[src/rtl/fetch_pkg.sv]
// Shared types and constants for the instruction fetch unit.
package fetch_pkg;

    localparam logic [31:0] INSTR_BYTES = 32'd4;

    typedef enum logic [1:0] {
        FETCH_IDLE    = 2'd0,
        FETCH_WAIT    = 2'd1,
        FETCH_DISCARD = 2'd2
    } fetch_state_e;

    typedef struct packed {
        logic [31:0] pc;
        logic [31:0] instr;
    } fetch_entry_t;

endpackage

[src/rtl/fetch_unit_if.sv]
// Instruction-memory, decode and redirect signals of the fetch unit.
interface fetch_unit_if;
    logic        o_imem_req;
    logic [31:0] o_imem_addr;
    logic        i_imem_rvalid;
    logic [31:0] i_imem_rdata;
    logic        o_valid;
    logic        i_ready;
    logic [31:0] instruction;
    logic [31:0] pc_o;
    logic        branch_inst_wire;
    logic        jump_inst_wire;
    logic [31:0] alu_result_1;

    modport master (
        output o_imem_req, o_imem_addr, o_valid, instruction, pc_o,
        input  i_imem_rvalid, i_imem_rdata, i_ready,
               branch_inst_wire, jump_inst_wire, alu_result_1
    );

    modport slave (
        input  o_imem_req, o_imem_addr, o_valid, instruction, pc_o,
        output i_imem_rvalid, i_imem_rdata, i_ready,
               branch_inst_wire, jump_inst_wire, alu_result_1
    );
endinterface

[src/rtl/fetch_buf.sv]
// Synchronous FIFO of fetch entries; flush empties it and wins over push/pop.
module fetch_buf
    import fetch_pkg::*;
#(
    parameter int DEPTH = 2
) (
    input  logic         clk,
    input  logic         rst,
    input  logic         push,
    input  logic         pop,
    input  logic         flush,
    input  fetch_entry_t push_data,
    output fetch_entry_t head,
    output logic         full,
    output logic         empty
);
    localparam int PW = $clog2(DEPTH);
    localparam int CW = PW + 1;

    fetch_entry_t    mem [DEPTH];
    logic [PW-1:0]   wr_ptr;
    logic [PW-1:0]   rd_ptr;
    logic [CW-1:0]   count;
    logic            do_push;
    logic            do_pop;

    assign full    = (count == CW'(DEPTH));
    assign empty   = (count == '0);
    assign do_pop  = pop && !empty && !flush && !rst;
    // a push into a full buffer is only legal when the head leaves in the same cycle
    assign do_push = push && (!full || do_pop) && !flush && !rst;
    assign head    = mem[rd_ptr];

    always_ff @(posedge clk) begin
        if (rst || flush) begin
            wr_ptr <= '0;
            rd_ptr <= '0;
            count  <= '0;
        end else begin
            if (do_push) wr_ptr <= wr_ptr + PW'(1);
            if (do_pop)  rd_ptr <= rd_ptr + PW'(1);
            case ({do_push, do_pop})
                2'b10:   count <= count + CW'(1);
                2'b01:   count <= count - CW'(1);
                default: count <= count;
            endcase
        end
    end

    always_ff @(posedge clk) begin
        if (do_push) mem[wr_ptr] <= push_data;
    end
endmodule

[src/rtl/fetch_unit.sv]
// Fetch unit: request FSM, fetch PC register and redirect handling in front of fetch_buf.
//   state   | meaning
//   IDLE    | no request outstanding; may issue one
//   WAIT    | one live request outstanding; response is pushed
//   DISCARD | outstanding response belongs to a flushed path; drop it
module fetch_unit
    import fetch_pkg::*;
#(
    parameter logic [31:0] RESET_PC  = 32'h0000_0000,
    parameter int          BUF_DEPTH = 2
) (
    input  logic         i_clk,
    input  logic         i_rst,
    input  logic         i_en,
    fetch_unit_if.master bus
);
    localparam logic [1:0] IDLE    = FETCH_IDLE;
    localparam logic [1:0] WAIT    = FETCH_WAIT;
    localparam logic [1:0] DISCARD = FETCH_DISCARD;

    logic [1:0]   state;
    logic [31:0]  fetch_pc;
    logic [31:0]  target;
    logic         redirect;
    logic         issue;
    logic         push;
    logic         pop;
    logic         buf_full;
    logic         buf_empty;
    fetch_entry_t head;
    fetch_entry_t push_data;

    assign redirect = bus.branch_inst_wire | bus.jump_inst_wire;
    assign target   = bus.alu_result_1 & ~32'd3;

    // In IDLE nothing is in flight, so "occupancy + in-flight < depth" reduces to !full.
    assign issue = !i_rst && (state == IDLE) && i_en && !redirect && !buf_full;
    assign push  = (state == WAIT) && bus.i_imem_rvalid && !redirect;
    assign pop   = bus.i_ready && !buf_empty && !redirect;

    assign push_data.pc    = fetch_pc;
    assign push_data.instr = bus.i_imem_rdata;

    always_ff @(posedge i_clk) begin
        if (i_rst) begin
            state    <= IDLE;
            fetch_pc <= RESET_PC;
        end else begin
            case (state)
                IDLE: begin
                    if (redirect)   fetch_pc <= target;
                    else if (issue) state    <= WAIT;
                end
                WAIT: begin
                    if (redirect) begin
                        fetch_pc <= target;
                        // a response arriving with the redirect is simply dropped here
                        state    <= bus.i_imem_rvalid ? IDLE : DISCARD;
                    end else if (bus.i_imem_rvalid) begin
                        fetch_pc <= fetch_pc + INSTR_BYTES;
                        state    <= IDLE;
                    end
                end
                DISCARD: begin
                    if (redirect)          fetch_pc <= target;
                    if (bus.i_imem_rvalid) state    <= IDLE;
                end
                default: state <= IDLE;
            endcase
        end
    end

    fetch_buf #(.DEPTH(BUF_DEPTH)) u_buf (
        .clk       (i_clk),
        .rst       (i_rst),
        .push      (push),
        .pop       (pop),
        .flush     (redirect),
        .push_data (push_data),
        .head      (head),
        .full      (buf_full),
        .empty     (buf_empty)
    );

    assign bus.o_imem_req  = issue;
    assign bus.o_imem_addr = fetch_pc;
    assign bus.o_valid     = !buf_empty;
    assign bus.instruction = buf_empty ? 32'd0 : head.instr;
    assign bus.pc_o        = buf_empty ? 32'd0 : head.pc;
endmodule
[src/flat_wrapper.sv]
// flat-port wrapper written by rule: the top's interface ports become plain ports
module fetch_unit_flat import fetch_pkg::*;
#(
    parameter logic [31:0] RESET_PC  = 32'h0000_0000,
    parameter int          BUF_DEPTH = 2
)
  (i_clk, i_rst, i_en, bus_o_imem_req, bus_o_imem_addr, bus_o_valid, bus_instruction, bus_pc_o, bus_i_imem_rvalid, bus_i_imem_rdata, bus_i_ready, bus_branch_inst_wire, bus_jump_inst_wire, bus_alu_result_1);
  fetch_unit_if bus_i ();
  input  logic i_clk;
  input  logic i_rst;
  input  logic i_en;
  output wire logic [$bits(bus_i.o_imem_req)-1:0] bus_o_imem_req;
  output wire logic [$bits(bus_i.o_imem_addr)-1:0] bus_o_imem_addr;
  output wire logic [$bits(bus_i.o_valid)-1:0] bus_o_valid;
  output wire logic [$bits(bus_i.instruction)-1:0] bus_instruction;
  output wire logic [$bits(bus_i.pc_o)-1:0] bus_pc_o;
  input wire logic [$bits(bus_i.i_imem_rvalid)-1:0] bus_i_imem_rvalid;
  input wire logic [$bits(bus_i.i_imem_rdata)-1:0] bus_i_imem_rdata;
  input wire logic [$bits(bus_i.i_ready)-1:0] bus_i_ready;
  input wire logic [$bits(bus_i.branch_inst_wire)-1:0] bus_branch_inst_wire;
  input wire logic [$bits(bus_i.jump_inst_wire)-1:0] bus_jump_inst_wire;
  input wire logic [$bits(bus_i.alu_result_1)-1:0] bus_alu_result_1;
  assign bus_o_imem_req = bus_i.o_imem_req;
  assign bus_o_imem_addr = bus_i.o_imem_addr;
  assign bus_o_valid = bus_i.o_valid;
  assign bus_instruction = bus_i.instruction;
  assign bus_pc_o = bus_i.pc_o;
  assign bus_i.i_imem_rvalid = bus_i_imem_rvalid;
  assign bus_i.i_imem_rdata = bus_i_imem_rdata;
  assign bus_i.i_ready = bus_i_ready;
  assign bus_i.branch_inst_wire = bus_branch_inst_wire;
  assign bus_i.jump_inst_wire = bus_jump_inst_wire;
  assign bus_i.alu_result_1 = bus_alu_result_1;
  fetch_unit #(.RESET_PC(RESET_PC), .BUF_DEPTH(BUF_DEPTH)) u_core (.i_clk(i_clk), .i_rst(i_rst), .i_en(i_en), .bus(bus_i));
endmodule
[config.mk]
export PLATFORM = sky130hd
export DESIGN_NAME = fetch_unit_flat
export DESIGN_NICKNAME = d
export VERILOG_FILES = /design/src/rtl/fetch_pkg.sv /design/src/rtl/fetch_unit_if.sv /design/src/rtl/fetch_buf.sv /design/src/rtl/fetch_unit.sv /design/src/flat_wrapper.sv
export SDC_FILE = /design/constraint.sdc
export NUM_CORES = 1
export LEC_CHECK = 0
export ABC_AREA = 1
export CORE_MARGIN = 8
export CORE_UTILIZATION = 54
export DETAILED_ROUTE_END_ITERATION = 10
export PLACE_DENSITY = 0.83
export SLEW_MARGIN = 10
export SYNTH_ARGS = -nofsm -noshare
export SYNTH_HDL_FRONTEND = slang
export SYNTH_SLANG_ARGS = --single-unit
[constraint.sdc]
create_clock -name i_clk -period 11.6 [get_ports i_clk]
set_clock_uncertainty 0.05 [all_clocks]
set_input_delay 2.9 -clock i_clk [delete_from_list [all_inputs] [get_ports i_clk]]
set_output_delay 2.9 -clock i_clk [all_outputs]
set_load 0.01 [all_outputs]
==> reports/results.env, run 1 <==
TIMING.CRITICAL_PATH.ARRIVAL_NS=4.61
LARGEST_NET_DEGREE_AT_THE_START_OF_GLOBAL_ROUTING=64
CPMAXSTAGEDELAYCELL='clkdlybuf4s50_1'
POST-ROUTE-WORST-SETUP-SLACK_NS=4.04
NUMBER_OF_GLOBAL_ROUTE_VIAS_BEFORE_REPAIR=5839
MAXIMUM_OPERATING_FREQUENCY_MHz=132
LAYOUT.NETS=1022
CPPEAKSTAGEDELAY_NS=0.56
WORST_HOLD_CHECK_PATH_TYPE='flop to flop'
POST_ROUTE_DRC=0
COREAREA_UM2=13200
COUNT_OF_TRITONROUTE_ITERATIONS_IN_THE_FIRST_ROUTING_PASS=5
PORT-BUFFER-COUNT=162
POST_ROUTE_CELLS_DRIVE_ABOVE_1_SHARE_PCT=6.96
DIE_FOOTPRINT_UM2=17400
POST_CTS_HOLD_BUFFER_COUNT=0
GRT_SETUP_UNREPAIRED='false'
DRTANTENNAVIOLNETS=0
GRT_FIRST_PASS_WIRELENGTH_MM=28.9
HOLD_DEPTH=2
SETUP.WORST_PATH.CLASS='primary input to output port'
SLEW-LIMIT-HEADROOM_PCT=29.2
FINALCOREUTILIZATION_PCT=72.7
PINS_OVER_SLEW_LIMIT=0
CRITICAL_PATH.N_BUFFERS_INVERTERS=4
SYN2LAYOUT_AREA_GROWTH_PCT=31.9
FINAL_WTD_CONGESTION=0.901
FILL_CELLS=978
CELLPOWERDENSITY_nW_PER_UM2=133
CRITICAL_PATH_STAGES=6
CRITPATHREQUIREDTIME_NS=8.65
FLIP_FLOP_AND_LATCH_COUNT_AFTER_SYNTHESIS=161
STARTPOINT_TYPE='primary input'
SYNTH.YOSYS.WARNINGS=0
CLOCK_LATENCY_NS=0.41
CLK_PIN_SLEW_WORST_PATHS_NS=0.06
MAXCAPVIOLATIONS=0
DIE_HEIGHT_UM=132
WORST_SETUP_PATH_END_KIND='output port'
WORST-SLEW-PIN-TRANSITION_NS=1.06
FINAL_WORST_PATH_CYCLE_SHARE_PCT=65.2
H_TREE_DEPTH=4
CLOCKROOTBUFFER='clkbuf_16'
NETLIST-CELL-TYPE-COUNT=36
MOST-COMMON-LAYOUT-CELLS='269 x nand2_1, 162 x clkdlybuf4s50_1, 124 x edfxtp_1, 95 x a21oi_1, 85 x nor2_1'
CRIT_PATH_CELLS='clkdlybuf4s50_1 -> buf_4 -> nor2_1 -> inv_1 -> nor2_1 -> clkdlybuf4s50_1'
SYNTHCELLS=798
GRT.OVERFLOW.TOTAL=0
SYNTH-SEQ-AREA-SHARE_PCT=61.4
VIA_COUNT=6028
NUM_ROWS=42
VIASPERCELL=5.30
DP_HPWL_MM=11.4
PLACED_AREA_UM2=8980
TIMING.CRITICAL_PATH.MAX_DELAY_FAMILY='buffers and inverters'
CLOCK_SINKS=161
TOTAL_POWER_mW=1.28
TIMING.REG2REG.WORST_PATH_DEPTH=5
ANTENNA_FOUND_INITIAL=0
CLK_BUF_DEPTH=2
POST_SYNTH.CELL_AREA_AVG_UM2=9.11
POST_CTS.RESIZED_INSTANCES=0
DETAILEDROUTE.FIRSTITERATIONVIOLATIONS=507
DRT-WIRELENGTH-PER-CELL_UM=15.6
DIODES=0
IO-PIN-COUNT=169
FP.DIEW_UM=132
CTS_BUFFERS=17
LAYOUT.CELLS.MOST_COMMON='nand2_1'
STATIC-LEAKAGE-POWER_nW=3.41
CRITPATHMAXFANOUT=27
ROUTED_WIRELENGTH_MM=17.7
POST-PLACE-WS_NS=4.04
SETUP_TOTAL_NEGATIVE_SLACK_NS=0
GLOBAL_ROUTE_USAGE_OVER_ALL_LAYERS_PCT=20.5
STATUS='completed'
SYN-CELL-AREA_UM2=7270
HOLD-WORST-SLACK_NS=0.441
FIN_CRIT_NS=7.56
FIN_AREA_UM2=9590
INITIAL_UTILIZATION_PCT=55.1
POSTCTSSETUPBUFFERS=0
FINAL-INSTANCE-COUNT-EXCL-FILL=1138
DPL.CELL_COUNT=1106
REPORT.FINAL.SETUP_VIOL=0
HOLD_VIOL_FINAL=0
CTS_TREE='built'
VDD.IR_DROP.WORST_mV=0.101
==> routing by layer <==
| layer | global-route usage (%) | routed length [um] |
|---|---|---|
| met5 | 0 | 0 |
| met4 | 7.08 | 410 |
| met3 | 5.56 | 1550 |
| met2 | 33.4 | 8300 |
| met1 | 25.9 | 7440 |
==> logic make-up (layout without fill, tap and decap cells) <==
group | count (synthesis) | in the layout | share of synthesized area (%)
and+or+nand+nor | 417 | 417 | 23.1
DFF | 161 | 161 | 61.4
AOI/OAI and AO/OA | 128 | 128 | 9.34
buffers and inverters | 87 | 248 | 5.52
adders and majority gates | 2 | 2 | 0.344
xor gates and xnor gates | 2 | 2 | 0.241
other | 1 | 4 | 0.0516
==> tightest hold or removal path, stage by stage, from the launching register on <==
cell     delay, ns
dfxtp_1       0.31
nand2_1       0.08
a21oi_1       0.06
==> state kept, by name, summed over array words and instances (netlist names), named ones only <==
signal / count
u_core.u_buf.mem: 124
u_core.state: 2
u_core.u_buf.count: 2
u_core.u_buf.rd_ptr: 1
u_core.bus.o_imem_addr: 30
u_core.u_buf.wr_ptr: 1
==> final timing paths <==
path                         start                      end  slack, ns
max                          i_rst           bus_o_imem_req       4.04
min            u_core.u_buf.rd_ptr                     flop       0.44
max reg2reg  u_core.u_buf.count[0]  u_core.u_buf.mem[1][25]       9.40
min reg2reg    u_core.u_buf.rd_ptr                     flop       0.44
==> cell type report <==
cell class                 instances  area, um^2  area share, %
tap                              176         220           2.30
clock inverter                     9        90.1          0.939
clock buffer                      23         522           5.44
sequential                       161        4470           46.6
multi-input combinational        553        2450           25.5
timing repair buffer             168        1670           17.4
inverter                          48         180           1.88
==> cell usage after synthesis <==
| cell type | number | area [um^2] |
|---|---|---|
| a211oi_1 | 2 | 15.0 |
| a21oi_1 | 95 | 475 |
| a21oi_2 | 4 | 35.0 |
| a31oi_1 | 1 | 6.26 |
| buf_2 | 8 | 40.0 |
| buf_4 | 4 | 30.0 |
| buf_6 | 4 | 45.0 |
| clkbuf_1 | 21 | 78.8 |
| clkbuf_8 | 2 | 27.5 |
| clkinv_1 | 1 | 3.75 |
| conb_1 | 1 | 3.75 |
| dfxtp_1 | 37 | 741 |
| edfxtp_1 | 124 | 3720 |
| ha_1 | 2 | 25.0 |
| inv_1 | 43 | 161 |
| inv_2 | 4 | 15.0 |
| nand2_1 | 269 | 1010 |
| nand2_2 | 4 | 25.0 |
| nand3_1 | 30 | 150 |
| nand3b_1 | 1 | 7.51 |
| nand4_1 | 8 | 50.1 |
| nor2_1 | 88 | 330 |
| nor2_2 | 8 | 50.1 |
| nor2_4 | 1 | 11.3 |
| nor3_1 | 2 | 10.0 |
| nor4_1 | 1 | 6.26 |
| o2111ai_1 | 1 | 8.76 |
| o211a_1 | 1 | 10.0 |
| o211ai_1 | 1 | 7.51 |
| o21a_1 | 1 | 7.51 |
| o21ai_0 | 20 | 100 |
| o21ai_1 | 1 | 5.00 |
| o21ai_2 | 1 | 8.76 |
| or2_2 | 5 | 31.3 |
| xnor2_1 | 1 | 8.76 |
| xor2_1 | 1 | 8.76 |
==> where the power goes <==
group	internal (mW)	switching, mW
sequential	0.628	0.0165
combinational	0.0425	0.0322
clock	0.342	0.214
No activity file was read; power rests on OpenSTA's default activity.
==> inputs of run 2 (changes only) <==
Settings changed: CORE_UTILIZATION 54 to 50, PLACE_DENSITY 0.83 to 0.78.
Clock period 11.6 ns to 7.6 ns, I/O delays scaled along.
==> reports/results.env, run 2 (synthesis gave the netlist of run 1 again) <==
VIASPERCELL=5.17
MAXIMUM_OPERATING_FREQUENCY_MHz=177
WORST_SETUP_PATH_STARTPOINT='i_rst'
H_TREE_DEPTH=4
TIMING.CRITICAL_PATH.ARRIVAL_NS=3.69
HOLD_VIOL_FINAL=0
MOST-COMMON-LAYOUT-CELLS='269 x nand2_1, 162 x clkdlybuf4s50_1, 124 x edfxtp_1, 95 x a21oi_1, 85 x nor2_1'
INITIAL_UTILIZATION_PCT=50.6
COREAREA_UM2=14400
COUNT_OF_TRITONROUTE_ITERATIONS_IN_THE_FIRST_ROUTING_PASS=5
CLK_BUF_DEPTH=2
LARGEST_REG_FLOPS=124
CLOCK_LATENCY_NS=0.42
TOTAL_POWER_mW=1.93
SETUP_TOTAL_NEGATIVE_SLACK_NS=0
POSTCTSSETUPBUFFERS=0
NUMBER_OF_GLOBAL_ROUTE_VIAS_BEFORE_REPAIR=5390
REPORT.FINAL.SETUP_VIOL=0
VDD.IR_DROP.WORST_mV=0.153
HP-START='u_core.u_buf.rd_ptr'
CTS_BUFFERS=17
FP.DIEW_UM=137
STATIC-LEAKAGE-POWER_nW=3.40
PORT-BUFFER-COUNT=162
FILL_CELLS=1127
GLOBAL_ROUTE_USAGE_OVER_ALL_LAYERS_PCT=19.1
SETUP.WORST_PATH.CLASS='primary input to output port'
IO-PIN-COUNT=169
MAXCAPVIOLATIONS=0
FINAL_WORST_PATH_CYCLE_SHARE_PCT=74.2
CLK_PIN_SLEW_WORST_PATHS_NS=0.06
CLOCK_SINKS=161
POST_ROUTE_CELLS_DRIVE_ABOVE_1_SHARE_PCT=6.64
STARTPOINT_TYPE='primary input'
CRIT_PATH_CELLS='clkdlybuf4s50_1 -> buf_4 -> nor2_1 -> inv_1 -> nor2_1 -> clkdlybuf4s50_1'
DP_HPWL_MM=12.1
LAYOUT.CELLS.MOST_COMMON='nand2_1'
POST_CTS_HOLD_BUFFER_COUNT=0
GRT_SETUP_UNREPAIRED='false'
STATUS='completed'
SLEW-LIMIT-HEADROOM_PCT=27.7
CTS_TREE='built'
HOLD-WORST-SLACK_NS=0.441
GRT_FIRST_PASS_WIRELENGTH_MM=27.6
LARGEST_NET_DEGREE_AT_THE_START_OF_GLOBAL_ROUTING=64
POST_ROUTE_DRC=0
FINALCOREUTILIZATION_PCT=66.7
FINAL_WTD_CONGESTION=0.878
POST_CTS.RESIZED_INSTANCES=0
DETAILEDROUTE.FIRSTITERATIONVIOLATIONS=354
SETUP.REG_TO_REG.WORST_SLACK_NS=5.09
CPMAXSTAGEDELAYCELL='clkdlybuf4s50_1'
WORST_SETUP_PATH_END_KIND='output port'
NUM_ROWS=44
SYN2LAYOUT_AREA_GROWTH_PCT=31.8
DIE_HEIGHT_UM=137
CRITPATHREQUIREDTIME_NS=5.65
VIA_COUNT=5940
WORST-SLEW-PIN-TRANSITION_NS=1.08
DRTANTENNAVIOLNETS=0
CRITPATHMAXFANOUT=27
DRT-WIRELENGTH-PER-CELL_UM=15.7
DIODES=0
DIE_FOOTPRINT_UM2=18700
FIN_CRIT_NS=5.64
REGISTERS.TOP_BY_FF_COUNT='u_core.u_buf.mem'
ROUTED_WIRELENGTH_MM=18.0
CELLPOWERDENSITY_nW_PER_UM2=201
ANTENNA_FOUND_INITIAL=0
PINS_OVER_SLEW_LIMIT=0
GRT.OVERFLOW.TOTAL=0
CPPEAKSTAGEDELAY_NS=0.56
LAYOUT.NETS=1024
TIMING.RR.START='u_core.u_buf.count[0]'
CLOCKROOTBUFFER='clkbuf_16'
WORST_HOLD_CHECK_PATH_TYPE='flop to flop'
[run 2: changes by cell type in the layout (fill, tap and decap cells not counted), sizes merged]
cell,change
clkinv,-2
buf,+2
inv,-3
clkbuf,+5
[run 2: cell type report]
cell class                      instances  area, um^2  share of cell area (%)
Sequential cell                       161        4470                    46.6
Multi-Input combinational cell        553        2450                    25.5
Timing Repair Buffer                  170        1680                    17.5
Clock buffer                           28         539                    5.62
Tap cell                              184         230                    2.40
Inverter                               48         180                    1.88
Clock inverter                          4        46.3                   0.483
[run 2: per-stage QoR]
stage	cell area [um^2]	setup slack, ns	cells
2_1_floorplan	7280	2.00	801
3_3_place_gp	9000	2.00	1116
3_5_place_dp	9000	1.98	1116
4_1_cts	9590	1.98	1148
5_1_grt	9590	1.85	1148
6_report	9590	1.96	1148
[run 2: routing by layer]
metal  share of wire (%)  GRT usage [%]  vias to the layer above  wire length (um)
met5                   0              0                        -                 0
met4                 2.9           8.91                        0               518
met3                 7.7           4.81                       32              1380
met2                  46           29.3                      226              8330
met1                  43           25.0                     2729              7760
li1                    -              -                     2953                 -
[run 2: worst max-delay path: cells and delay by family]
kind | cells | cell delay [ns]
AND/OR/NAND/NOR | 2 | 0.44
buffers and inverters | 4 | 1.34
[run 2: path summary, 6_finish.rpt]
path,cells after the start,endpoint
setup / recovery,6,bus_o_imem_req
hold / removal,2,flop
setup reg to reg,5,u_core.u_buf.mem[1][51]
hold reg to reg,2,flop
[run 2: power by group]
group / switching, mW / internal [mW]
combinational: 0.0487 / 0.0649
clock: 0.313 / 0.515
sequential: 0.0247 / 0.959
